[src/rtl/quad_scheduler.sv]
// quad_scheduler: round-robin arbiter feeding shader quads to the serializer at a fixed issue cadence.
// Optional activity counters are compiled in with `define QUAD_SCHED_STATS_EN.
module quad_scheduler #(
    parameter int NUM_REQ = 4,
    parameter int IDX_W   = $clog2(NUM_REQ),
    parameter int SPACING = 4
) (
    input  logic                  clk,
    input  logic                  rst,
    input  logic [NUM_REQ-1:0]    req_valid,
    output logic [NUM_REQ-1:0]    req_ready,
    input  logic [NUM_REQ-1:0]    req_last,
    input  logic [NUM_REQ*32-1:0] req_r,
    input  logic [NUM_REQ*32-1:0] req_g,
    input  logic [NUM_REQ*32-1:0] req_b,
    input  logic                  out_ready,
`ifdef QUAD_SCHED_STATS_EN
    input  logic                  stat_clr,
    output logic [31:0]           stat_quads,
    output logic [31:0]           stat_stall,
`endif
    output logic                  valid_quad,
    output logic [31:0]           R_quad,
    output logic [31:0]           G_quad,
    output logic [31:0]           B_quad,
    output logic [IDX_W-1:0]      grant_id,
    output logic                  busy
);

    localparam int DATA_W = 32;
    localparam int CNT_W  = (SPACING > 1) ? $clog2(SPACING) : 1;

    logic [CNT_W-1:0]   space_cnt;
    logic               lock_held;
    logic [IDX_W-1:0]   lock_id;
    logic [IDX_W-1:0]   rr_ptr;

    logic               slot_free_p0;
    logic [NUM_REQ-1:0] eligible_p0;
    logic               found_p0;
    logic [IDX_W-1:0]   grant_p0;
    logic [IDX_W-1:0]   next_ptr_p0;
    logic               accept_p0;
    logic [DATA_W-1:0]  r_sel_p0;
    logic [DATA_W-1:0]  g_sel_p0;
    logic [DATA_W-1:0]  b_sel_p0;
    logic               last_sel_p0;

    // Stage p0: arbitration and operand select, all combinational on current state
    always_comb begin
        int               j;
        logic [IDX_W-1:0] cand;
        j            = 0;
        cand         = '0;
        slot_free_p0 = (space_cnt == '0) && out_ready && !rst;
        eligible_p0  = req_valid & (lock_held ? (NUM_REQ'(1) << lock_id) : {NUM_REQ{1'b1}});
        found_p0     = 1'b0;
        grant_p0     = '0;
        for (int i = 0; i < NUM_REQ; i++) begin
            j = int'(rr_ptr) + i;
            if (j >= NUM_REQ) j = j - NUM_REQ;
            cand = IDX_W'(j);
            if (!found_p0 && eligible_p0[cand]) begin
                found_p0 = 1'b1;
                grant_p0 = cand;
            end
        end
        accept_p0 = slot_free_p0 && found_p0;
        req_ready = '0;
        if (accept_p0) req_ready[grant_p0] = 1'b1;
        next_ptr_p0 = (int'(grant_p0) == NUM_REQ - 1) ? '0 : grant_p0 + IDX_W'(1);
        r_sel_p0    = '0;
        g_sel_p0    = '0;
        b_sel_p0    = '0;
        last_sel_p0 = 1'b0;
        for (int i = 0; i < NUM_REQ; i++) begin
            if (grant_p0 == IDX_W'(i)) begin
                r_sel_p0    = req_r[i*DATA_W +: DATA_W];
                g_sel_p0    = req_g[i*DATA_W +: DATA_W];
                b_sel_p0    = req_b[i*DATA_W +: DATA_W];
                last_sel_p0 = req_last[i];
            end
        end
    end

    // Stage p1: issue registers and scheduler state
    always_ff @(posedge clk) begin
        if (rst) begin
            valid_quad <= 1'b0;
            R_quad     <= '0;
            G_quad     <= '0;
            B_quad     <= '0;
            grant_id   <= '0;
            space_cnt  <= '0;
            lock_held  <= 1'b0;
            lock_id    <= '0;
            rr_ptr     <= '0;
        end else begin
            valid_quad <= accept_p0;
            if (space_cnt != '0) space_cnt <= space_cnt - CNT_W'(1);
            if (accept_p0) begin
                R_quad    <= r_sel_p0;
                G_quad    <= g_sel_p0;
                B_quad    <= b_sel_p0;
                grant_id  <= grant_p0;
                space_cnt <= CNT_W'(SPACING - 1);
                rr_ptr    <= next_ptr_p0;
                lock_held <= !last_sel_p0;
                lock_id   <= grant_p0;
            end
        end
    end

    assign busy = (space_cnt != '0) || lock_held;

`ifdef QUAD_SCHED_STATS_EN
    logic stall_p0;
    assign stall_p0 = (|req_valid) && !accept_p0;

    always_ff @(posedge clk) begin
        if (rst || stat_clr) begin
            stat_quads <= '0;
            stat_stall <= '0;
        end else begin
            if (accept_p0) stat_quads <= stat_quads + 32'd1;
            if (stall_p0)  stat_stall <= stat_stall + 32'd1;
        end
    end
`endif

endmodule

[config.mk]
export PLATFORM = sky130hd
export DESIGN_NAME = quad_scheduler
export DESIGN_NICKNAME = d
export VERILOG_FILES = /design/src/rtl/quad_scheduler.sv
export SDC_FILE = /design/constraint.sdc
export NUM_CORES = 1
export LEC_CHECK = 0
export ABC_CLOCK_PERIOD_IN_PS = 6600
export CORE_AREA = 2 2 192 194
export DETAILED_ROUTE_END_ITERATION = 7
export DIE_AREA = 0 0 194 196
export PLACE_DENSITY = 0.6
export SKIP_LAST_GASP = 1
export SYNTH_ARGS = -nofsm -noshare
export SYNTH_HDL_FRONTEND = slang
export SYNTH_SLANG_ARGS = --single-unit
export TNS_END_PERCENT = 30
[constraint.sdc]
create_clock -name clk -period 6.6 [get_ports clk]
set_clock_uncertainty 0.05 [all_clocks]
set_input_delay 1.32 -clock clk [delete_from_list [all_inputs] [get_ports clk]]
set_output_delay 1.32 -clock clk [all_outputs]
set_load 0.05 [all_outputs]
==> results_dict.tcl <==
set metrics [dict create \
    status "finished, final reports clean" \
    critPathSlowestCell "clkdlybuf4s50_1" \
    route.vias.total 8770 \
    cp.depth 8 \
    coreArea_um2 36100 \
    ys_seq_elements 104 \
    syn-cell-area_um2 6860 \
    drtPass1Iterations 5 \
    ys_types 43 \
    required_ns 5.23 \
    wl_per_cell_um 20.0 \
    rows 70 \
    end_kind "output port" \
    worstSetupPathType "in -> out" \
    start_kind "input port" \
    path_clk_slew_ns 0.08 \
    die_height_um 196 \
    synth_edf_count 0 \
    final-hold-violation-count 0 \
    clock_path_buffers 2 \
    fin_crit_ns 5.71 \
    fin_util_pct 34.4 \
    syn_area_per_cell_um2 7.93 \
    nNetsFinal 1679 \
    clockRootBuffer "clkbuf_16" \
    fin_setup_tns_ns 0 \
    grt_max_degree 195 \
    max_freq_mhz 175 \
    hpwl_um 25500 \
    synth_warnings 0 \
    antenna_found_initial 1 \
    htree_levels 3 \
    totalWireLength_um 35100 \
    crit_buf_inv 2 \
    rsz0062_at_grt "false" \
    min_path_type "reg -> reg" \
    seq_area_frac_synth_pct 30.3 \
    cts_tree "done" \
    irDropWorstVdd_mv 0.442 \
    synth_ff_type "dfxtp_1" \
    drc_errors 0 \
    postCtsSetupBuffers 0 \
    clock_latency_ns 0.36 \
    drive_gt1_share_pct 3.97 \
    gp_congestion 0.898 \
    grt_usage_pct 17.4 \
    post-place-ws_ns 0.908 \
    cp_max_fo 25 \
    clock_sinks 104 \
    postCtsResizedCells 0 \
    drv_cap 0 \
    hold_buffers 0 \
    ant_nets 0 \
    p_leak_uw 0.00452 \
    maxSlewHeadroom_pct 32.7 \
    rr_worst_depth 11 \
    cpPeakStageDelay_ns 0.79 \
    drv_slew 0 \
    avgViaCountPerCell 5.00 \
    synth_cells 866 \
    synth.largest_area_cell "dfxtp_1" \
    setup_slack_ns 0.894 \
    fp.dieW_um 194 \
    port_buffers 498 \
    min_path_cells 2 \
    netlist.area_leader.share_pct 30.3 \
    cts_made_buffers 9 \
    path_delay_family "buffers and inverters" \
    setup_viol_count_final 0 \
    first_global_vias 8293 \
    die_area_um2 38000 \
    path_cells "clkdlybuf4s50_1, nand2b_1, nand2b_1, a41o_1, nor3_1, ha_4, and2_1, clkdlybuf4s50_1" \
    syn_nets 1266 \
    layout-area-overhead-vs-synth_pct 80.9 \
    power.density_nw_per_um2 380 \
    whs_ns 0.439 \
    grt_overflow 0 \
    min_from "space_cnt[0]" \
    worst-endpoint-arrival_ns 4.34 \
    finalNonFillerCells 1753 \
    regToRegStartpoint "lock_held" \
    synth_common_cells "a21oi_1, dfxtp_1, nand2_1" \
    drtIter0Drc 502 \
    worst_pin_slew_ns 1.01 \
    dp.cells 1736 \
    post-route-period-util_pct 86.5 \
    pin_count 499 \
    start_util_pct 19.0 \
    yosys-top-cells-area "dfxtp_1, a211o_1, a221oi_1, a311oi_1, a21oi_1" \
    startpoint "req_valid[1]" \
    ys_async_sr_fraction_pct 0 \
    grt_pass1_wl_um 51800 \
]
worst reg2reg max path: cells and delay by family (launching register included):
family | cells | cell delay, ns
and+or+nand+nor | 3 | 0.83
buffers and inverters | 2 | 0.76
AOI/OAI and AO/OA | 5 | 1.24
DFF | 1 | 0.51
adders and majority gates | 1 | 0.23
flip-flops by register name, summed over array words and instances, names as in the netlist:
signal      flops
lock_held       1
G_quad         32
R_quad         32
lock_id         2
B_quad         32
space_cnt       2
valid_quad      1
rr_ptr          2
routing by layer:
metal	part of all wire [%]	vias to the layer above	global-route usage, %
li1	-	4152	-
met1	44	4259	23.3
met2	50	336	29.0
met3	5.5	23	3.04
met4	1.4	0	4.15
met5	0	-	0
final timing paths:
kind         slack, ns           end
max               0.89  req_ready[3]
min               0.44  space_cnt[0]
max reg2reg       2.83    R_quad[16]
min reg2reg       0.44  space_cnt[0]
cell usage in the layout, fill, tap and decap left out, types with 2 or more instances in the layout:
cell,count
inv_2,2
buf_4,13
ha_4,3
clkdlybuf4s50_1,497
clkinv_4,2
a211o_1,97
a21oi_1,104
clkbuf_16,9
nand2b_1,5
ha_1,2
inv_1,102
and2_1,4
a221oi_1,95
nand3b_1,2
nor2_1,3
dfxtp_1,104
inv_6,3
nand3_1,5
o21ai_0,5
nand2_1,104
a311oi_1,86
a311oi_2,10
cells by family after synthesis:
kind of cell / Yosys count / synth area share [%]
adder cells (fa/ha/maj): 5 / 0.911
flip-flops: 104 / 30.3
AO/OA/AOI/OAI: 411 / 47.3
multiplexers: 2 / 0.492
buffers and inverters: 213 / 12.9
AND/OR/NAND/NOR: 131 / 8.08
per-stage QoR:
stage | cell area (um2) | total power (uW)
final | 12400 | 4720
after global routing | 12400 | 5020
after CTS | 12400 | 4780
after detailed placement | 12100 | 4170
after global placement | 12100 | 4160
after floorplan | 6860 | 3090
report_power, final:
part	switching [uW]	internal (uW)
Clock	278	301
Combinational	1940	1280
Sequential	110	816
Total	2330	2390
area by class of cell:
class	count	area, um2
Inverter	104	390
Multi-Input combinational cell	549	3960
Sequential cell	104	2080
Timing Repair Buffer	511	5090
Antenna cell	1	2.50
Clock inverter	6	73.8
Tap cell	468	586
Clock buffer	10	229
Fill cell	3814	23700
Note: power is estimated with default switching activity, not from simulation.
